[src/rtl/spike_rate_encoder.sv]
// Rate-codes a pixel intensity into a spike train over a programmable window.
// A spike fires when the low LFSR bits fall below the pixel value; a full-scale pixel always fires.
module spike_rate_encoder #(
    parameter int          DATA_WIDTH   = 8,
    parameter int          WINDOW_WIDTH = 16,
    parameter logic [15:0] LFSR_SEED    = 16'hACE1
) (
    input  logic                    clk,
    input  logic                    rst,
    input  logic [DATA_WIDTH-1:0]   pixel_in,
    input  logic [WINDOW_WIDTH-1:0] window_len,
    input  logic                    pixel_valid,
    output logic                    pixel_ready,
    output logic                    spike_out,
    output logic                    busy,
    output logic                    done,
    output logic [WINDOW_WIDTH-1:0] spike_count
);

    // A zero seed would lock the LFSR at zero forever.
    localparam logic [15:0]             SEED     = (LFSR_SEED == 16'h0000) ? 16'hACE1 : LFSR_SEED;
    localparam logic [15:0]             TAPS     = 16'hB400;
    localparam logic [DATA_WIDTH-1:0]   PIX_MAX  = '1;
    localparam logic [WINDOW_WIDTH-1:0] CNT_MAX  = '1;
    localparam logic [WINDOW_WIDTH-1:0] CNT_ZERO = '0;
    localparam logic [WINDOW_WIDTH-1:0] CNT_ONE  = WINDOW_WIDTH'(1);

    typedef enum logic [1:0] {IDLE, RUN, DONE_ST} state_t;

    state_t                  state_q, state_d;
    logic [15:0]             lfsr_q, lfsr_d;
    logic [DATA_WIDTH-1:0]   pixel_q, pixel_d;
    logic [WINDOW_WIDTH-1:0] len_q, len_d;
    logic [WINDOW_WIDTH-1:0] ts_cnt_q, ts_cnt_d;
    logic [WINDOW_WIDTH-1:0] spike_count_q, spike_count_d;
    logic                    spike_out_q, spike_out_d;
    logic                    done_q, done_d;
    logic                    busy_q, busy_d;
    logic                    pixel_ready_q, pixel_ready_d;
    logic                    spike_bit;

    always_comb begin
        state_d       = state_q;
        lfsr_d        = lfsr_q;
        pixel_d       = pixel_q;
        len_d         = len_q;
        ts_cnt_d      = ts_cnt_q;
        spike_count_d = spike_count_q;
        spike_out_d   = spike_out_q;
        done_d        = 1'b0;
        spike_bit     = (pixel_q == PIX_MAX) || (lfsr_q[DATA_WIDTH-1:0] < pixel_q);

        case (state_q)
            IDLE: begin
                if (pixel_valid) begin
                    pixel_d       = pixel_in;
                    len_d         = window_len;
                    ts_cnt_d      = CNT_ZERO;
                    spike_count_d = CNT_ZERO;
                    state_d       = (window_len == CNT_ZERO) ? DONE_ST : RUN;
                end
            end
            RUN: begin
                spike_out_d = spike_bit;
                if (spike_bit && (spike_count_q != CNT_MAX)) begin
                    spike_count_d = spike_count_q + CNT_ONE;
                end
                lfsr_d   = (lfsr_q >> 1) ^ (lfsr_q[0] ? TAPS : 16'h0000);
                ts_cnt_d = ts_cnt_q + CNT_ONE;
                if (ts_cnt_q == (len_q - CNT_ONE)) begin
                    state_d = DONE_ST;
                end
            end
            DONE_ST: begin
                spike_out_d = 1'b0;
                done_d      = 1'b1;
                state_d     = IDLE;
            end
            default: begin
                state_d = IDLE;
            end
        endcase

        busy_d        = (state_d != IDLE);
        pixel_ready_d = (state_d == IDLE);
    end

    always_ff @(posedge clk) begin
        if (!rst) begin
            state_q       <= IDLE;
            lfsr_q        <= SEED;
            pixel_q       <= '0;
            len_q         <= '0;
            ts_cnt_q      <= '0;
            spike_count_q <= '0;
            spike_out_q   <= 1'b0;
            done_q        <= 1'b0;
            busy_q        <= 1'b0;
            pixel_ready_q <= 1'b1;
        end else begin
            state_q       <= state_d;
            lfsr_q        <= lfsr_d;
            pixel_q       <= pixel_d;
            len_q         <= len_d;
            ts_cnt_q      <= ts_cnt_d;
            spike_count_q <= spike_count_d;
            spike_out_q   <= spike_out_d;
            done_q        <= done_d;
            busy_q        <= busy_d;
            pixel_ready_q <= pixel_ready_d;
        end
    end

    assign pixel_ready = pixel_ready_q;
    assign spike_out   = spike_out_q;
    assign busy        = busy_q;
    assign done        = done_q;
    assign spike_count = spike_count_q;

endmodule
[config.mk]
export PLATFORM = sky130hd
export DESIGN_NAME = spike_rate_encoder
export DESIGN_NICKNAME = d
export VERILOG_FILES = /design/src/rtl/spike_rate_encoder.sv
export SDC_FILE = /design/constraint.sdc
export NUM_CORES = 1
export LEC_CHECK = 0
export BUFFER_PORTS_ARGS = -buffer_cell sky130_fd_sc_hd__buf_2
export CELL_PAD_IN_SITES_DETAIL_PLACEMENT = 0
export CELL_PAD_IN_SITES_GLOBAL_PLACEMENT = 1
export CORE_ASPECT_RATIO = 1.4
export CORE_UTILIZATION = 45
export CTS_CLUSTER_SIZE = 10
export DETAILED_ROUTE_END_ITERATION = 6
export PLACE_DENSITY = 0.9
export RECOVER_POWER = 25
export SLEW_MARGIN = 20
export SYNTH_ARGS = -nofsm -noshare
export SYNTH_HDL_FRONTEND = slang
export SYNTH_SLANG_ARGS = --single-unit
[constraint.sdc]
create_clock -name clk -period 7.3 [get_ports clk]
set_clock_uncertainty 0.1 [all_clocks]
set_input_delay 1.46 -clock clk [delete_from_list [all_inputs] [get_ports clk]]
set_output_delay 1.46 -clock clk [all_outputs]
set_load 0.005 [all_outputs]
# Word level (Yosys, flattened, before mapping)
# Cells that the tools add are included.
# word_totals
ff_bits	78
inputBits	27
output_inout_bits	20
elab_cells	44
# op_classes
add_sub_neg	3
n_lt_le_gt_ge	1
n_eq_ne	7
mux	11
bitwise_logic	1
reduce_logical	11
# op_table
op	count
$pmux W16 S2	2
$mux W16	3
$add A16 B1 Y16 const B	2
$eq A16 B16 Y1	1
$logic_not A16 Y1	1
$ne A16 B16 Y1 const B	1
$sub A16 B1 Y16 const B	1
$xor A15 B16 Y16	1
$eq A8 B8 Y1 const B	1
$lt A8 B8 Y1	1
$mux W2	3
$reduce_bool A2 Y1	3
$logic_not A2 Y1	2
$ne A2 B2 Y1 const B	2
$pmux W2 S2	1
$reduce_and A2 Y1	2
$reduce_and A3 Y1	1
$eq A2 B1 Y1 const B	1
$eq A2 B2 Y1 const B	1
$pmux W1 S2	1
$logic_and A1 B1 Y1	1
$logic_or A1 B1 Y1	1
$mux W1	1

# Longest topological paths before layout
# logic_depth
ltp_word	5
ltp_mapped	10
depth_no_buf	9

# Least setup slack after synthesis
# No wires, ideal clock.
# synth_path
kind	input to register
start	input window_len[15]
end	register state_q[0]
setup_ns	0.120
t_arrival_ns	2.835
required_time_ns	7.080
path_slack_ns	4.245
cell_stages	5
path_buffers	0
path_cell_list	or4_1 or4_1 and3_1 o21ai_0 a21oi_1
# synth_via
elab_chain_len	4
# synth_rtl
item	line	text
start, declared	11	input logic [WINDOW_WIDTH-1:0] window_len,
$logic_not A16 Y1	60	state_d = (window_len == CNT_ZERO) ? DONE_ST : RUN;
$mux W2	60	
$mux W2	55	if (pixel_valid) begin
$pmux W2 S2	53	case (state_q)
end signal, assigned	101	state_q <= state_d;
end, declared	30	state_t state_q, state_d;
# Every way passes these cells.
# A chain may end at the register's enable or synchronous reset.

==> impl_metrics.yaml <==
status:
  status: "complete, but fails checks"
  violations: "capacitance limit, slew limit"
layout:
  multiInputGateArea_mm2: 0.00242
  final_nets: 564
  drive_above_1_share_pct: 14.0
  final_common_cell: "nand2_1"
  antennaDiodeCount: 0
  area_growth_pct: 13.7
  seq_area_mm2: 0.00156
  final_cell_mix: "81 x nand2_1, 78 x dfxtp_1, 45 x buf_2, 29 x nor2_1, 25 x a21boi_0"
  instances_no_fill: 635
  nFillCells: 841
  post-route-util_pct: 52.5
route:
  drt_iter0_markers: 195
  avgViaCountPerCell: 5.58
  wire_per_inst_um: 14.2
  postRouteAntennaNets: 0
  post-route-drc-count: 0
  first_pass_iters: 5
  via_count: 3543
  wl_um: 9030
clock_network:
  clkTransAtPathRegs_ns: 0.06
  clkLatencyLatePin_ns: 0.34
  hold_buffers: 0
  cts_inserted_buffers: 9
  post_cts_buffers: 0
  clock-root-buffer: "clkbuf_16"
  cts_sinks: 78
  clock_path_buffers: 2
  cts_tree: "built"
  htreeDepth: 3
  cts_repair_resize_count: 0
timing:
  fin_crit_sh_pct: 55.0
  min_period_ns: 4.02
  worstMarginPinSlew_ns: 2.02
  hold_viol_final: 0
  max_freq_mhz: 249
  whs_ns: 0.374
  fin_ws_ns: 3.28
  drv_slew: 55
  fin_tns_setup_ns: 0
  slew_headroom_pct: -34.6
  setup_violations: 0
  rsz0062_at_grt: "no"
logic_synthesis:
  synth_warnings: 0
  synth-compound-area-share_pct: 16.6
  post_synth_main_area_contributors: "dfxtp_1 38%, nand2_1 7.3%, a21boi_0 4.5%"
  synth_fp_nets: 532
  synth_cell_types: 58
  yosysTopAreaCellShare_pct: 37.7
  synth_area_mm2: 0.00415
  synth_top_cell_by_area: "dfxtp_1"
  synthFlopType: "dfxtp_1"
  synth_top_family_by_area: "simple AND/OR/NAND/NOR gates"
  synthAdderAreaFrac_pct: 3.92
  syn_inst: 492
  synth_xor_area_share_pct: 7.39
  synth-async-reset-ratio_pct: 0
  synth_simple_gate_area_share_pct: 25.4
  muxShareOfSynthArea_pct: 4.89
  syn_area_per_cell_um2: 8.43
  ys_ff_latch: 78
  synth_edf_count: 0
  yosysSeqAreaShare_pct: 37.7
critical_path:
  crit_required_ns: 7.48
  crit_chain: "clkbuf_1 > o21ai_4 > or4_1 > nand2_1"
  r2r_cells: 9
  critical_path.max_fanout: 54
  cp-start-kind: "primary input"
  slowest_delay_ns: 1.41
  cp-end-kind: "register"
  critPathKind: "primary input to register"
  cp.arrival_ns: 4.19
  cp_slowest_cell: "clkbuf_1"
grt:
  grt-ovfl-total: 0
  grt_usage_pct: 19.1
  grt_max_degree: 55
  grt_antenna_before_repair: 0
  grt_pass1_vias: 3165
  grt_pass1_wl_um: 14700
power_and_ir_drop:
  p_leak_nw: 1.75
  ir_drop_v: 0.000144
  powerDensity_mw_per_mm2: 227
die:
  ios: 47
  start_util_pct: 46.2
  num_rows: 41
  dieArea_mm2: 0.00961
  die_w_um: 83.1
  die_h_um: 116
  core_mm2: 0.00898
placement:
  place_hpwl_um: 6470
  io_buffers: 46
  place_congestion: 0.860
  pre_cts_slack_ns: 3.41
  placed_cells: 620
hold_path:
  min_path_cells: 2
  hold_class: "register to register"
flow_run:
  max-cap-violations: 1
==> cell families after synthesis <==
family | count (synthesis)
muxes | 20
AOI/OAI and AO/OA | 97
adders and majority gates | 13
DFF | 78
xor gates and xnor gates | 35
buffers and inverters | 40
and+or+nand+nor | 209
==> Yosys cell counts (all sizes together) (3+ instances only) <==
library cell,number
ha,13
mux2i,18
clkbuf,21
dfxtp,78
or4,9
o21ai,22
and2,5
nand2b,5
nor4,8
nor3,9
o211ai,3
inv,13
a21oi,18
nor4b,3
xor2,17
nor2b,10
a211oi,3
a21boi,27
nand2,81
nor2,30
buf,6
or3,8
nand3,17
nand4,13
xnor2,18
and3,4
o31ai,6
==> stage by stage <==
stage               cell area [um^2]  power (mW)
floorplan                       4150       0.580
global placement                4400       0.612
detailed placement              4400       0.616
CTS                             4710        1.08
global route                    4720        1.12
finish                          4720        1.07
==> metal layers <==
layer  routed length, um  GRT usage (%)  vias up
met3                 225           3.63       13
met2                4570           33.2       42
li1                    -              -     1797
met4                 177           9.20        0
met5                   0              0        -
met1                4060           22.8     1691
==> state kept, by name (all words and copies together), names as in the netlist <==
register     flops
pixel_q          8
state_q          2
spike_out        1
spike_count     16
lfsr_q          16
done             1
pixel_ready      1
ts_cnt_q        16
len_q           16
busy             1
==> final timing paths <==
| check | from | end | slack, ns |
|---|---|---|---|
| worst min-delay path | lfsr_q[12] | lfsr_q[11] | 0.37 |
| worst max-delay path | rst | spike_count[2] | 3.28 |
| worst max register to register | state_q[0] | ts_cnt_q[13] | 4.08 |
| worst min register to register | lfsr_q[12] | lfsr_q[11] | 0.37 |
==> report_power, final <==
part | switching, mW | total [mW] | internal (mW)
Sequential | 0.0187 | 0.462 | 0.443
Clock | 0.165 | 0.462 | 0.297
Combinational | 0.0828 | 0.147 | 0.0638
Total | 0.267 | 1.07 | 0.804
==> layout make-up <==
type,instances,share of cell area (%)
Tap cell,107,2.84
Inverter,13,1.03
Timing Repair Buffer,48,5.17
Sequential cell,78,33.1
Multi-Input combinational cell,374,51.4
Clock inverter,4,1.54
Clock buffer,11,4.93
==> critical path, delay by kind of cell <==
| kind | cells | cell delay (ns) |
|---|---|---|
| AOI/OAI and AO/OA | 1 | 0.56 |
| buffers and inverters | 1 | 1.41 |
| and+or+nand+nor | 2 | 0.72 |
Power figures use the tool's default switching activity.
